==> config.mk <==
export PLATFORM = sky130hd
export DESIGN_NAME = turbo_tail_sequencer
export DESIGN_NICKNAME = d
export VERILOG_FILES = /design/src/rtl/turbo_enc_pkg.sv /design/src/rtl/turbo_byte_counter.sv /design/src/rtl/turbo_tail_sequencer.sv
export SDC_FILE = /design/constraint.sdc
export NUM_CORES = 1
export LEC_CHECK = 0
export CAP_MARGIN = 5
export CORE_MARGIN = 3
export CORE_UTILIZATION = 50
export CTS_CLUSTER_SIZE = 25
export DETAILED_ROUTE_END_ITERATION = 12
export GPL_TIMING_DRIVEN = 0
export PLACE_DENSITY_LB_ADDON = 0.12
export SLEW_MARGIN = 20
export SYNTH_ARGS = -nofsm -noshare
export SYNTH_HDL_FRONTEND = slang
export SYNTH_SLANG_ARGS = --single-unit
==> constraint.sdc <==
create_clock -name clock -period 6.8 [get_ports clock]
set_input_delay 1.7 -clock clock [delete_from_list [all_inputs] [get_ports clock]]
set_output_delay 1.7 -clock clock [all_outputs]
set_load 0.01 [all_outputs]
==> src/rtl/turbo_enc_pkg.sv <==
// Shared types and constants for the turbo encoder lane control logic.
package turbo_enc_pkg;
  localparam int unsigned MIN_BYTES  = 5;
  localparam int unsigned MAX_BYTES  = 768;
  localparam int unsigned CNT_W      = 10;
  localparam int unsigned TAIL_BYTES = 1;

  typedef enum logic [2:0] {
    IDLE,
    CLEAR,
    DATA,
    CAPTURE,
    TAIL,
    DONE
  } state_t;
endpackage

==> src/rtl/turbo_byte_counter.sv <==
// Byte counter with latched block size and terminal-count compare (count == size-1).
module turbo_byte_counter #(
  parameter int unsigned CNT_W = turbo_enc_pkg::CNT_W
) (
  input  logic             clock,
  input  logic             reset,
  input  logic             load,
  input  logic [CNT_W-1:0] size_in,
  input  logic             clear,
  input  logic             enable,
  output logic             terminal
);
  logic [CNT_W-1:0] size_q;
  logic [CNT_W-1:0] count_q;

  always_ff @(posedge clock or posedge reset) begin
    if (reset) begin
      size_q  <= '0;
      count_q <= '0;
    end else begin
      if (load) size_q <= size_in;
      if (clear)       count_q <= '0;
      else if (enable) count_q <= count_q + CNT_W'(1);
    end
  end

  assign terminal = (count_q == size_q - CNT_W'(1));
endmodule

==> src/rtl/turbo_tail_sequencer.sv <==
// Block sequencer for one 8-bit turbo encoder lane: clear, data bytes, trellis
// capture, one tail byte, done.
module turbo_tail_sequencer #(
  parameter int unsigned MAX_BYTES = turbo_enc_pkg::MAX_BYTES,
  parameter int unsigned MIN_BYTES = turbo_enc_pkg::MIN_BYTES,
  parameter int unsigned CNT_W     = turbo_enc_pkg::CNT_W
) (
  input  logic             clock,
  input  logic             reset,
  input  logic             start,
  input  logic [CNT_W-1:0] block_bytes,
  input  logic             in_valid,
  output logic             in_ready,
  input  logic             out_ready,
  output logic             out_valid,
  output logic             out_last,
  output logic             enc_clear,
  output logic             enc_enable,
  output logic             tail_bit_regs_enable,
  output logic             tail_bit_mode,
  output logic             busy,
  output logic             done,
  output logic             err_size
);
  import turbo_enc_pkg::*;

  localparam logic [CNT_W-1:0] MIN_SZ = CNT_W'(MIN_BYTES);
  localparam logic [CNT_W-1:0] MAX_SZ = CNT_W'(MAX_BYTES);

  state_t state, state_nx;
  logic   err_q;
  logic   size_ok, start_ok, xfer, terminal;

  assign size_ok  = (block_bytes >= MIN_SZ) && (block_bytes <= MAX_SZ);
  assign start_ok = (state == IDLE) && start && size_ok;
  assign xfer     = (state == DATA) && in_valid && out_ready;

  turbo_byte_counter #(.CNT_W(CNT_W)) u_counter (
    .clock    (clock),
    .reset    (reset),
    .load     (start_ok),
    .size_in  (block_bytes),
    .clear    (start_ok || (xfer && terminal)),
    .enable   (xfer),
    .terminal (terminal)
  );

  always_ff @(posedge clock or posedge reset) begin
    if (reset) begin
      state <= IDLE;
      err_q <= 1'b0;
    end else begin
      state <= state_nx;
      err_q <= (state == IDLE) && start && !size_ok;
    end
  end

  always_comb begin
    state_nx             = state;
    in_ready             = 1'b0;
    out_valid            = 1'b0;
    out_last             = 1'b0;
    enc_clear            = 1'b0;
    enc_enable           = 1'b0;
    tail_bit_regs_enable = 1'b0;
    tail_bit_mode        = 1'b0;
    busy                 = (state != IDLE);
    done                 = 1'b0;
    err_size             = err_q;
    case (state)
      IDLE:    if (start_ok) state_nx = CLEAR;
      CLEAR: begin
        enc_clear = 1'b1;
        state_nx  = DATA;
      end
      DATA: begin
        in_ready   = out_ready;
        out_valid  = in_valid;
        enc_enable = xfer;
        if (xfer && terminal) state_nx = CAPTURE;
      end
      CAPTURE: begin
        tail_bit_regs_enable = 1'b1;
        state_nx             = TAIL;
      end
      TAIL: begin
        tail_bit_mode = 1'b1;
        out_valid     = 1'b1;
        out_last      = 1'b1;
        if (out_ready) state_nx = DONE;
      end
      DONE: begin
        done     = 1'b1;
        state_nx = IDLE;
      end
      default: state_nx = IDLE;
    endcase
  end
endmodule

# == After elaboration in Yosys (flattened, before gate mapping) ==
# Index checks and enable logic that the tools add are counted.
# W data, S select, Z words.
# word_totals
register_bits,24
latch_bits,0
mem_bits_rw,0
rom_bits,0
word_cells,43
memories,0
# op_classes
n_addsub,2
multipliers,0
div_mod_pow,0
order_cmp,2
eq_ne,9
shifts,0
mux,13
n_bitwise,0
reduce_logical,13
# op_table
op,count
$mux W10,2
$pmux W3 S5,1
$add A10 B1 Y10 const B,1
$eq A10 B10 Y1,1
$ge A10 B3 Y1 const B,1
$le A10 B10 Y1 const B,1
$sub A10 B1 Y10 const B,1
$mux W3,3
$logic_and A1 B1 Y1,7
$eq A3 B2 Y1 const B,2
$eq A3 B3 Y1 const B,2
$mux W1,6
$ne A2 B2 Y1 const B,2
$eq A3 B1 Y1 const B,1
$logic_not A3 Y1,1
$reduce_and A3 Y1,1
$reduce_bool A3 Y1,1
$ne A2 B1 Y1 const B,1
$pmux W1 S2,1
$reduce_bool A2 Y1,1
$logic_not A1 Y1,1
$logic_or A1 B1 Y1,1

# == Longest topological paths before layout ==
# depth
depth_word,6
depth_mapped,9
depth_no_buf,8

# == Modules after synthesis ==
# From an unflattened synthesis, not the netlist that was laid out.
# hier_totals
hier_cells,157
area_unflattened_um2,1488.9
# modules_own_cells
mod,n_inst,cells_each,area_each_um2
turbo_byte_counter,1,117,1173.6
turbo_tail_sequencer,1,40,315.3

# == Least setup slack after synthesis ==
# No wires, ideal clock.
# synth_timing
path_kind,in2out
start,input port out_ready
end,output port enc_enable
t_arrival_ns,2.041
t_required_ns,5.100
slack_ns,3.059
path_stages,2
n_path_buf,1
path_cell_list,and4_1 > buf_2
# synth_between
elab_chain_len,2
# synth_lines
element,line,rtl
start: declaration,turbo_tail_sequencer.sv:14,"input logic out_ready,"
$logic_and A1 B1 Y1,turbo_tail_sequencer.sv:36,assign xfer = (state == DATA) && in_valid && out_ready;
$mux W1,turbo_tail_sequencer.sv:70,case (state)
end: declaration,turbo_tail_sequencer.sv:18,"output logic enc_enable,"
# Every way passes these cells.

# == Final worst setup path ==
# Same ends and word-level chain as after synthesis.

==> impl_metrics.env <==
export IMPL_areaGrowthSynthToFinish_pct=19.90
export IMPL_drc=0
export IMPL_num_rows=19
export IMPL_ys_ff_latch=24
export IMPL_cp_arrival_ns=3.12
export IMPL_fmax_mhz=207.5
export IMPL_setup_slack_ns=1.980
export IMPL_die_w_um=61.05
export IMPL_dp_hpwl_um=2406
export IMPL_synth_mux_area_share_pct=6.524
export IMPL_die_area_sq_um=3727
export IMPL_power_frac_seq_pct=38.4
export IMPL_combPwrFrac_pct=51.6
export IMPL_crit_type="in2out"
export IMPL_worst_slew_pin_slew_ns=0.9008
export IMPL_p_sw_share_pct=40.19
export IMPL_critPathLaunchType="input port"
export IMPL_finalSetupTns_ns=0
export IMPL_setup_violations=0
export IMPL_yosys_warnings=0
export IMPL_period_minus_slack_ns=4.820
export IMPL_synth_area_leaders="dfrtp_1 (40%), xor2_1 (6.4%), nor2_1 (5.5%), mux2_2 (5.2%), xnor2_1 (4.6%)"
export IMPL_crit_path_top_delay_cell="clkdlybuf4s50_1"
export IMPL_clock_skew_ns=0.005541
export IMPL_cts_root_buffer="clkbuf_4"
export IMPL_fin_cells=223
export IMPL_placeableCoreArea_sq_um=2829
export IMPL_rsz0062_at_grt="no"
export IMPL_drtIter0Drc=70
export IMPL_max_slew_margin_rel_pct=39.88
export IMPL_hold_violations=0
export IMPL_yosysMostFrequentCell="dfrtp_1"
export IMPL_cp_slowest_stage_delay_ns=0.56
export IMPL_placed_area_sq_um=1794
export IMPL_die_height_um=61.05
export IMPL_antenna_found_initial=0
export IMPL_io_pins=25
export IMPL_internal_power_w=0.0003650
export IMPL_maxCapViolCount=0
export IMPL_drtPass1Iterations=4
export IMPL_crit_top_cell="clkdlybuf4s50_1"
export IMPL_synthSimpleGateAreaFrac_pct=23.37
export IMPL_p_clk_share_pct=10.0
export IMPL_yosysTopAreaCellShare_pct=39.64
export IMPL_crit_buf_inv=3
export IMPL_drv_slew=0
export IMPL_synth_compound_area_share_pct=12.88
export IMPL_grt_pass1_wl_um=5140
export IMPL_period_share_pct=70.88
export IMPL_cts_max_level=1
export IMPL_vdd_drop_max_mv=0.1950
export IMPL_path_clk_slew_ns=0.12
export IMPL_antenna_cells=0
export IMPL_dp_cells=220
export IMPL_gp_congestion=0.8829
export IMPL_crit_chain="clkdlybuf4s50_1, and4_1, buf_2, clkdlybuf4s50_1"
export IMPL_ys_top_cells_by_count="dfrtp_1 (24), nor2_1 (22), nand2_1 (11), xor2_1 (11), xnor2_1 (8)"
export IMPL_synth_top_family_by_area="simple AND/OR/NAND/NOR gates"
export IMPL_synth_xor_area_share_pct=10.98
export IMPL_reg2reg_slack_ns=4.25
export IMPL_initial_core_util_pct=53.56
export IMPL_power_switching_w=0.0002453
export IMPL_syn_num_nets=182
export IMPL_post_cts_buffers=0
export IMPL_drive_gt1_share_pct=9.375
export IMPL_drtAntennaViolNets=0
export IMPL_cts_tree="built"
export IMPL_synth_area_sq_um=1515
export IMPL_fillers=256
export IMPL_post_drt_wl_per_cell_um=13.70
export IMPL_syn_instance_count=165
export IMPL_min_path_type="reg2reg"
export IMPL_async_flop_share_pct=100.0
export IMPL_worst_setup_path_end_kind="primary output"
export IMPL_grtUsageTotal_pct=18.56
export IMPL_cts_inserted_buffers=3
export IMPL_clock_sinks=24
export IMPL_yosysTopAreaCell="dfrtp_1"
export IMPL_grt_max_degree=25
export IMPL_cp_top_family="buffers and inverters"
export IMPL_nNetsFinal=211
export IMPL_finalInstanceArea_sq_um=1817
export IMPL_cts_repair_resized=0
export IMPL_via_count=1258
export IMPL_routed_wirelength_um=3054
export IMPL_required_ns=5.10
export IMPL_synth_fa_ha_area_share_pct=1.652
export IMPL_io_buffers=24
export IMPL_grt_overflow=0
export IMPL_seq_area_frac_synth_pct=39.64
export IMPL_crit_fanout=8
export IMPL_synth_edf_count=0
export IMPL_avgSynthCellArea_sq_um=9.183
export IMPL_cts_path_max_buffers=2
export IMPL_p_leak_nw=0.7494
export IMPL_outcome="complete, no violations"
export IMPL_clock_latency_ns=0.31
export IMPL_ys_flop_type="dfrtp_1"
export IMPL_p_per_area_nw_per_um2=335.9
export IMPL_hold_buffers=0
export IMPL_place_ws_ns=1.980
export IMPL_grt_pass1_vias=1197
export IMPL_synth_cell_type_count=43
export IMPL_vias_per_cell=5.641
export IMPL_holdWs_ns=0.5549
==> placed cells by master (no fill, tap or decap), types with 2 or more instances in the layout <==
master / netlist / layout
a2111o_1: 3 / 3
a21oi_1: 3 / 3
a31oi_1: 2 / 2
and2_1: 2 / 2
and4_1: 2 / 2
buf_2: 3 / 3
clkbuf_1: 7 / 7
clkbuf_4: 0 / 3
clkdlybuf4s50_1: 0 / 24
dfrtp_1: 24 / 24
ha_1: 2 / 2
inv_1: 7 / 7
mux2_2: 7 / 7
mux2i_1: 2 / 2
nand2_1: 11 / 11
nand3_1: 2 / 2
nand4_1: 6 / 6
nor2_1: 22 / 22
nor2b_1: 4 / 4
nor3_1: 7 / 7
nor4_1: 2 / 2
o21ai_0: 6 / 6
or3_1: 2 / 2
xnor2_1: 8 / 8
xor2_1: 11 / 11
==> registers in the layout, summed over array words and instances, names as in the netlist <==
name and count:
u_counter.count_q 10, u_counter.size_q 10, state 3, err_size 1
==> path summary, 6_finish.rpt <==
check | end | cells past startpoint | startpoint
min | u_counter.size_q[9] | 1 | u_counter.size_q[9]
max | enc_enable | 4 | out_ready
max in group asynchronous | u_counter.size_q[9] | 2 | reset
min reg2reg | u_counter.size_q[9] | 1 | u_counter.size_q[9]
max reg2reg | u_counter.count_q[3] | 9 | u_counter.size_q[0]
min in group asynchronous | u_counter.count_q[1] | 2 | reset
==> layer usage <==
| layer | global-route usage (%) | up-vias | part of all wire (%) |
|---|---|---|---|
| met2 | 30.97 | 20 | 50 |
| met1 | 23.48 | 603 | 46 |
| met5 | 0 | - | 0 |
| met3 | 3.145 | 4 | 2.9 |
| met4 | 8.359 | 0 | 1.8 |
| li1 | - | 631 | - |
==> cell families (layout without fill, tap and decap cells) <==
family                   Yosys count  count (layout)
AND/OR/NAND/NOR                   68              68
AO/OA/AOI/OAI                     25              25
flip-flops                        24              24
XOR/XNOR                          19              19
buffers and inverters             18              45
multiplexers                       9               9
adder cells (fa/ha/maj)            2               2
==> power by group through the flow <==
stage	combinational [W]	clock [W]	sequential, W
6_report	0.000315	0.0000613	0.000234
5_1_grt	0.000353	0.0000699	0.000240
4_1_cts	0.000317	0.0000654	0.000235
3_5_place_dp	0.000314	0	0.000237
3_3_place_gp	0.000304	0	0.000236
2_1_floorplan	0.000233	0	0.000224
==> through the flow <==
step                 power, W  util (%)
floorplan           0.0004565         -
global placement    0.0005399     63.42
detailed placement  0.0005518     63.42
CTS                 0.0006169     64.22
global route        0.0006630     64.22
finish              0.0006102     64.22
==> final cells by class <==
cell class / count / area (sq um) / share of cell area, %
plain buffers: 11 / 48.80 / 2.686
clock buffers: 3 / 22.52 / 1.240
inverters: 7 / 26.28 / 1.446
multi-input cells: 123 / 839.6 / 46.21
flip-flops and latches: 24 / 600.6 / 33.06
well taps: 31 / 38.79 / 2.135
repair buffers: 24 / 240.2 / 13.22
Note: power is estimated with default switching activity, not from simulation.
==> variant: new RTL, config.mk and constraints unchanged <==
The 6 states of `state_t` get a one-hot encoding in 6 bits.
--- a/src/rtl/turbo_enc_pkg.sv
+++ b/src/rtl/turbo_enc_pkg.sv
@@ -6,11 +6,11 @@
   localparam int unsigned TAIL_BYTES = 1;
 
-  typedef enum logic [2:0] {
-    IDLE,
-    CLEAR,
-    DATA,
-    CAPTURE,
-    TAIL,
-    DONE
+  typedef enum logic [5:0] {
+    IDLE    = 6'b000001,
+    CLEAR   = 6'b000010,
+    DATA    = 6'b000100,
+    CAPTURE = 6'b001000,
+    TAIL    = 6'b010000,
+    DONE    = 6'b100000
   } state_t;
 endpackage
Function: no difference found for any inputs over 10 cycles, from zero or initial values and one cycle with reset high; not proved beyond that.
==> variant against the original RTL <==
Area after synthesis is 6.7% higher; wire length is 3.7% higher; design area is 6.7% higher; combinational power is 19% lower; final cell count is 7.6% higher; worst setup slack worse by 110 ps; sequential cell count is 3 higher; total power is 5.6% lower; synthesized cell count is 1.8% higher; register-to-register slack better by 300 ps; utilization is 1.3 points lower; largest power group unchanged.
==> variant: results (changes against the original RTL) <==
Outcome
The run finished with clean final reports.

Synthesis
The number of nets produced by synthesis was 185 (+1.6%). By count the netlist is led by sky130_fd_sc_hd__dfrtp_1 (26), sky130_fd_sc_hd__nor2_1 (16), sky130_fd_sc_hd__xor2_1 (13). The post-synthesis instance area is 1617 um2 (+6.7%).

Pwr
The worst-case vdd ir drop is 0.0001894 V (-2.9%). The power per unit of standard cell area came to 297.1 nW/um2 (-12%).

GRT
The global-route wire length before repair is 5.644 mm (+9.8%). The number of global-route vias before repair is 1264 (+5.6%). The global-route met2 utilization came to 29.91% (-1.1 points). The met3 usage in global routing is 4.856% (+1.7 points).

The met1 track utilization from global routing was 21.53% (-2.0 points). The maximum number of pins on one net before global-route repair is 28 (+12%).

Layout
The proportion of cell area occupied by multi-input gates is 45.38% (-0.83 points). The buffer share of cell area is 13.36% (-2.5 points). The non-clock buffer instance count of the final layout is 28 (-20%). The footprint of the flip-flops and latches is 676.9 um2 (+13%). The count of clock buffers in the final design was 4 (+1). The share of final-layout standard cells stronger than drive strength 1 is 9.694% (+0.32 points). The count of filler cells inserted in the layout is 269 (+5.1%). The count of inverters not on the clock network in the layout is 11 (+4). The largest registers in the layout are u_counter.count_q (10), u_counter.size_q (10), state (6).

The clock buffer and inverter area fraction after layout was 1.356% (+0.12 points). The final net count was 214 (+1.4%).

Detailed routing
The total routed wire length on the met1 layer is 1.461 mm (+4.7%). The starting DRC count in detailed routing is 45 (-36%). The final routed wire length divided by cell count is 13.20 um (-3.6%).

The met3 wire length was 143 um (+61%). The via-per-instance ratio was 5.446 (-3.5%).

Timing
The headroom to the max-slew limit came to 36.72% (-3.2 points). The clock skew is 6.620 ps (+1.079 ps).

CTS
The total clock sinks was 27 (+13%).

Worst setup path
The worst register-to-register path ends at u_counter.count_q[9]. The internal reg-to-reg setup slack came to 4550 ps (+300 ps). The data arrival at the endpoint of the critical path is 3230 ps (+110 ps). The worst stage delay on the critical path is 580 ps (+20 ps).

The depth of the worst register-to-register path came to 8 (-1). The maximum fanout along the worst path is 9 (+1).

Placed design
The global placer's final weighted congestion was 0.8165 (-7.5%). The placement-stage cell area was 1912 um2 (+6.6%).

Min path
The worst hold path class is register to register.
variant: cell types whose count changed after synthesis, sizes merged, moves of 3 or more:
cell	delta
nor2	-5
clkbuf	-4
inv	+4
nor4b	+4
a2111o	-3
buf	-3
nand3	+3
nor2b	-3
variant: power breakdown:
group	internal, uW	total, uW	switching, uW
Sequential	201	253	51.8
Combinational	130	255	125
Clock	23.0	68.0	45.0
Total	354	576	222
variant: metrics by stage:
stage | setup slack, ps | power [uW] | hold WS, ps | std cells
6_report | 1869 | 575.9 | 600.5 | 240
5_1_grt | 1797 | 626.1 | 623.9 | 240
2_1_floorplan | 3023 | 442.3 | 499.6 | 168
3_5_place_dp | 1868 | 511.8 | 568.2 | 236
3_3_place_gp | 1884 | 498.7 | 540.5 | 236
4_1_cts | 1870 | 580.4 | 602.6 | 240
variant: kinds of logic (layout without fill, tap and decap cells):
logic type	after synthesis	after routing	synth area share [%]
compound gates	24	24	10.76
buf+inv	15	43	3.715
mux	8	8	5.573
xor+xnor	21	21	11.38
simple gates	71	71	25.15
fa+ha+maj	2	2	1.548
flops	27	27	41.87
variant: worst max path at each step:
stage	endpoint	slack, ps	cells after the start
2_1_floorplan	enc_enable	3020	2
3_3_place_gp	enc_enable	1880	4
3_5_place_dp	enc_enable	1870	4
4_1_cts	enc_enable	1870	4
5_1_grt	enc_enable	1800	4
6_report	enc_enable	1870	4
variant: worst reg2reg max path, delay by kind of cell (launching register included):
kind	cells	cell delay (ps)
AOI/OAI and AO/OA	3	940
DFF	1	440
and+or+nand+nor	3	390
buffers and inverters	1	90
adders and majority gates	1	270
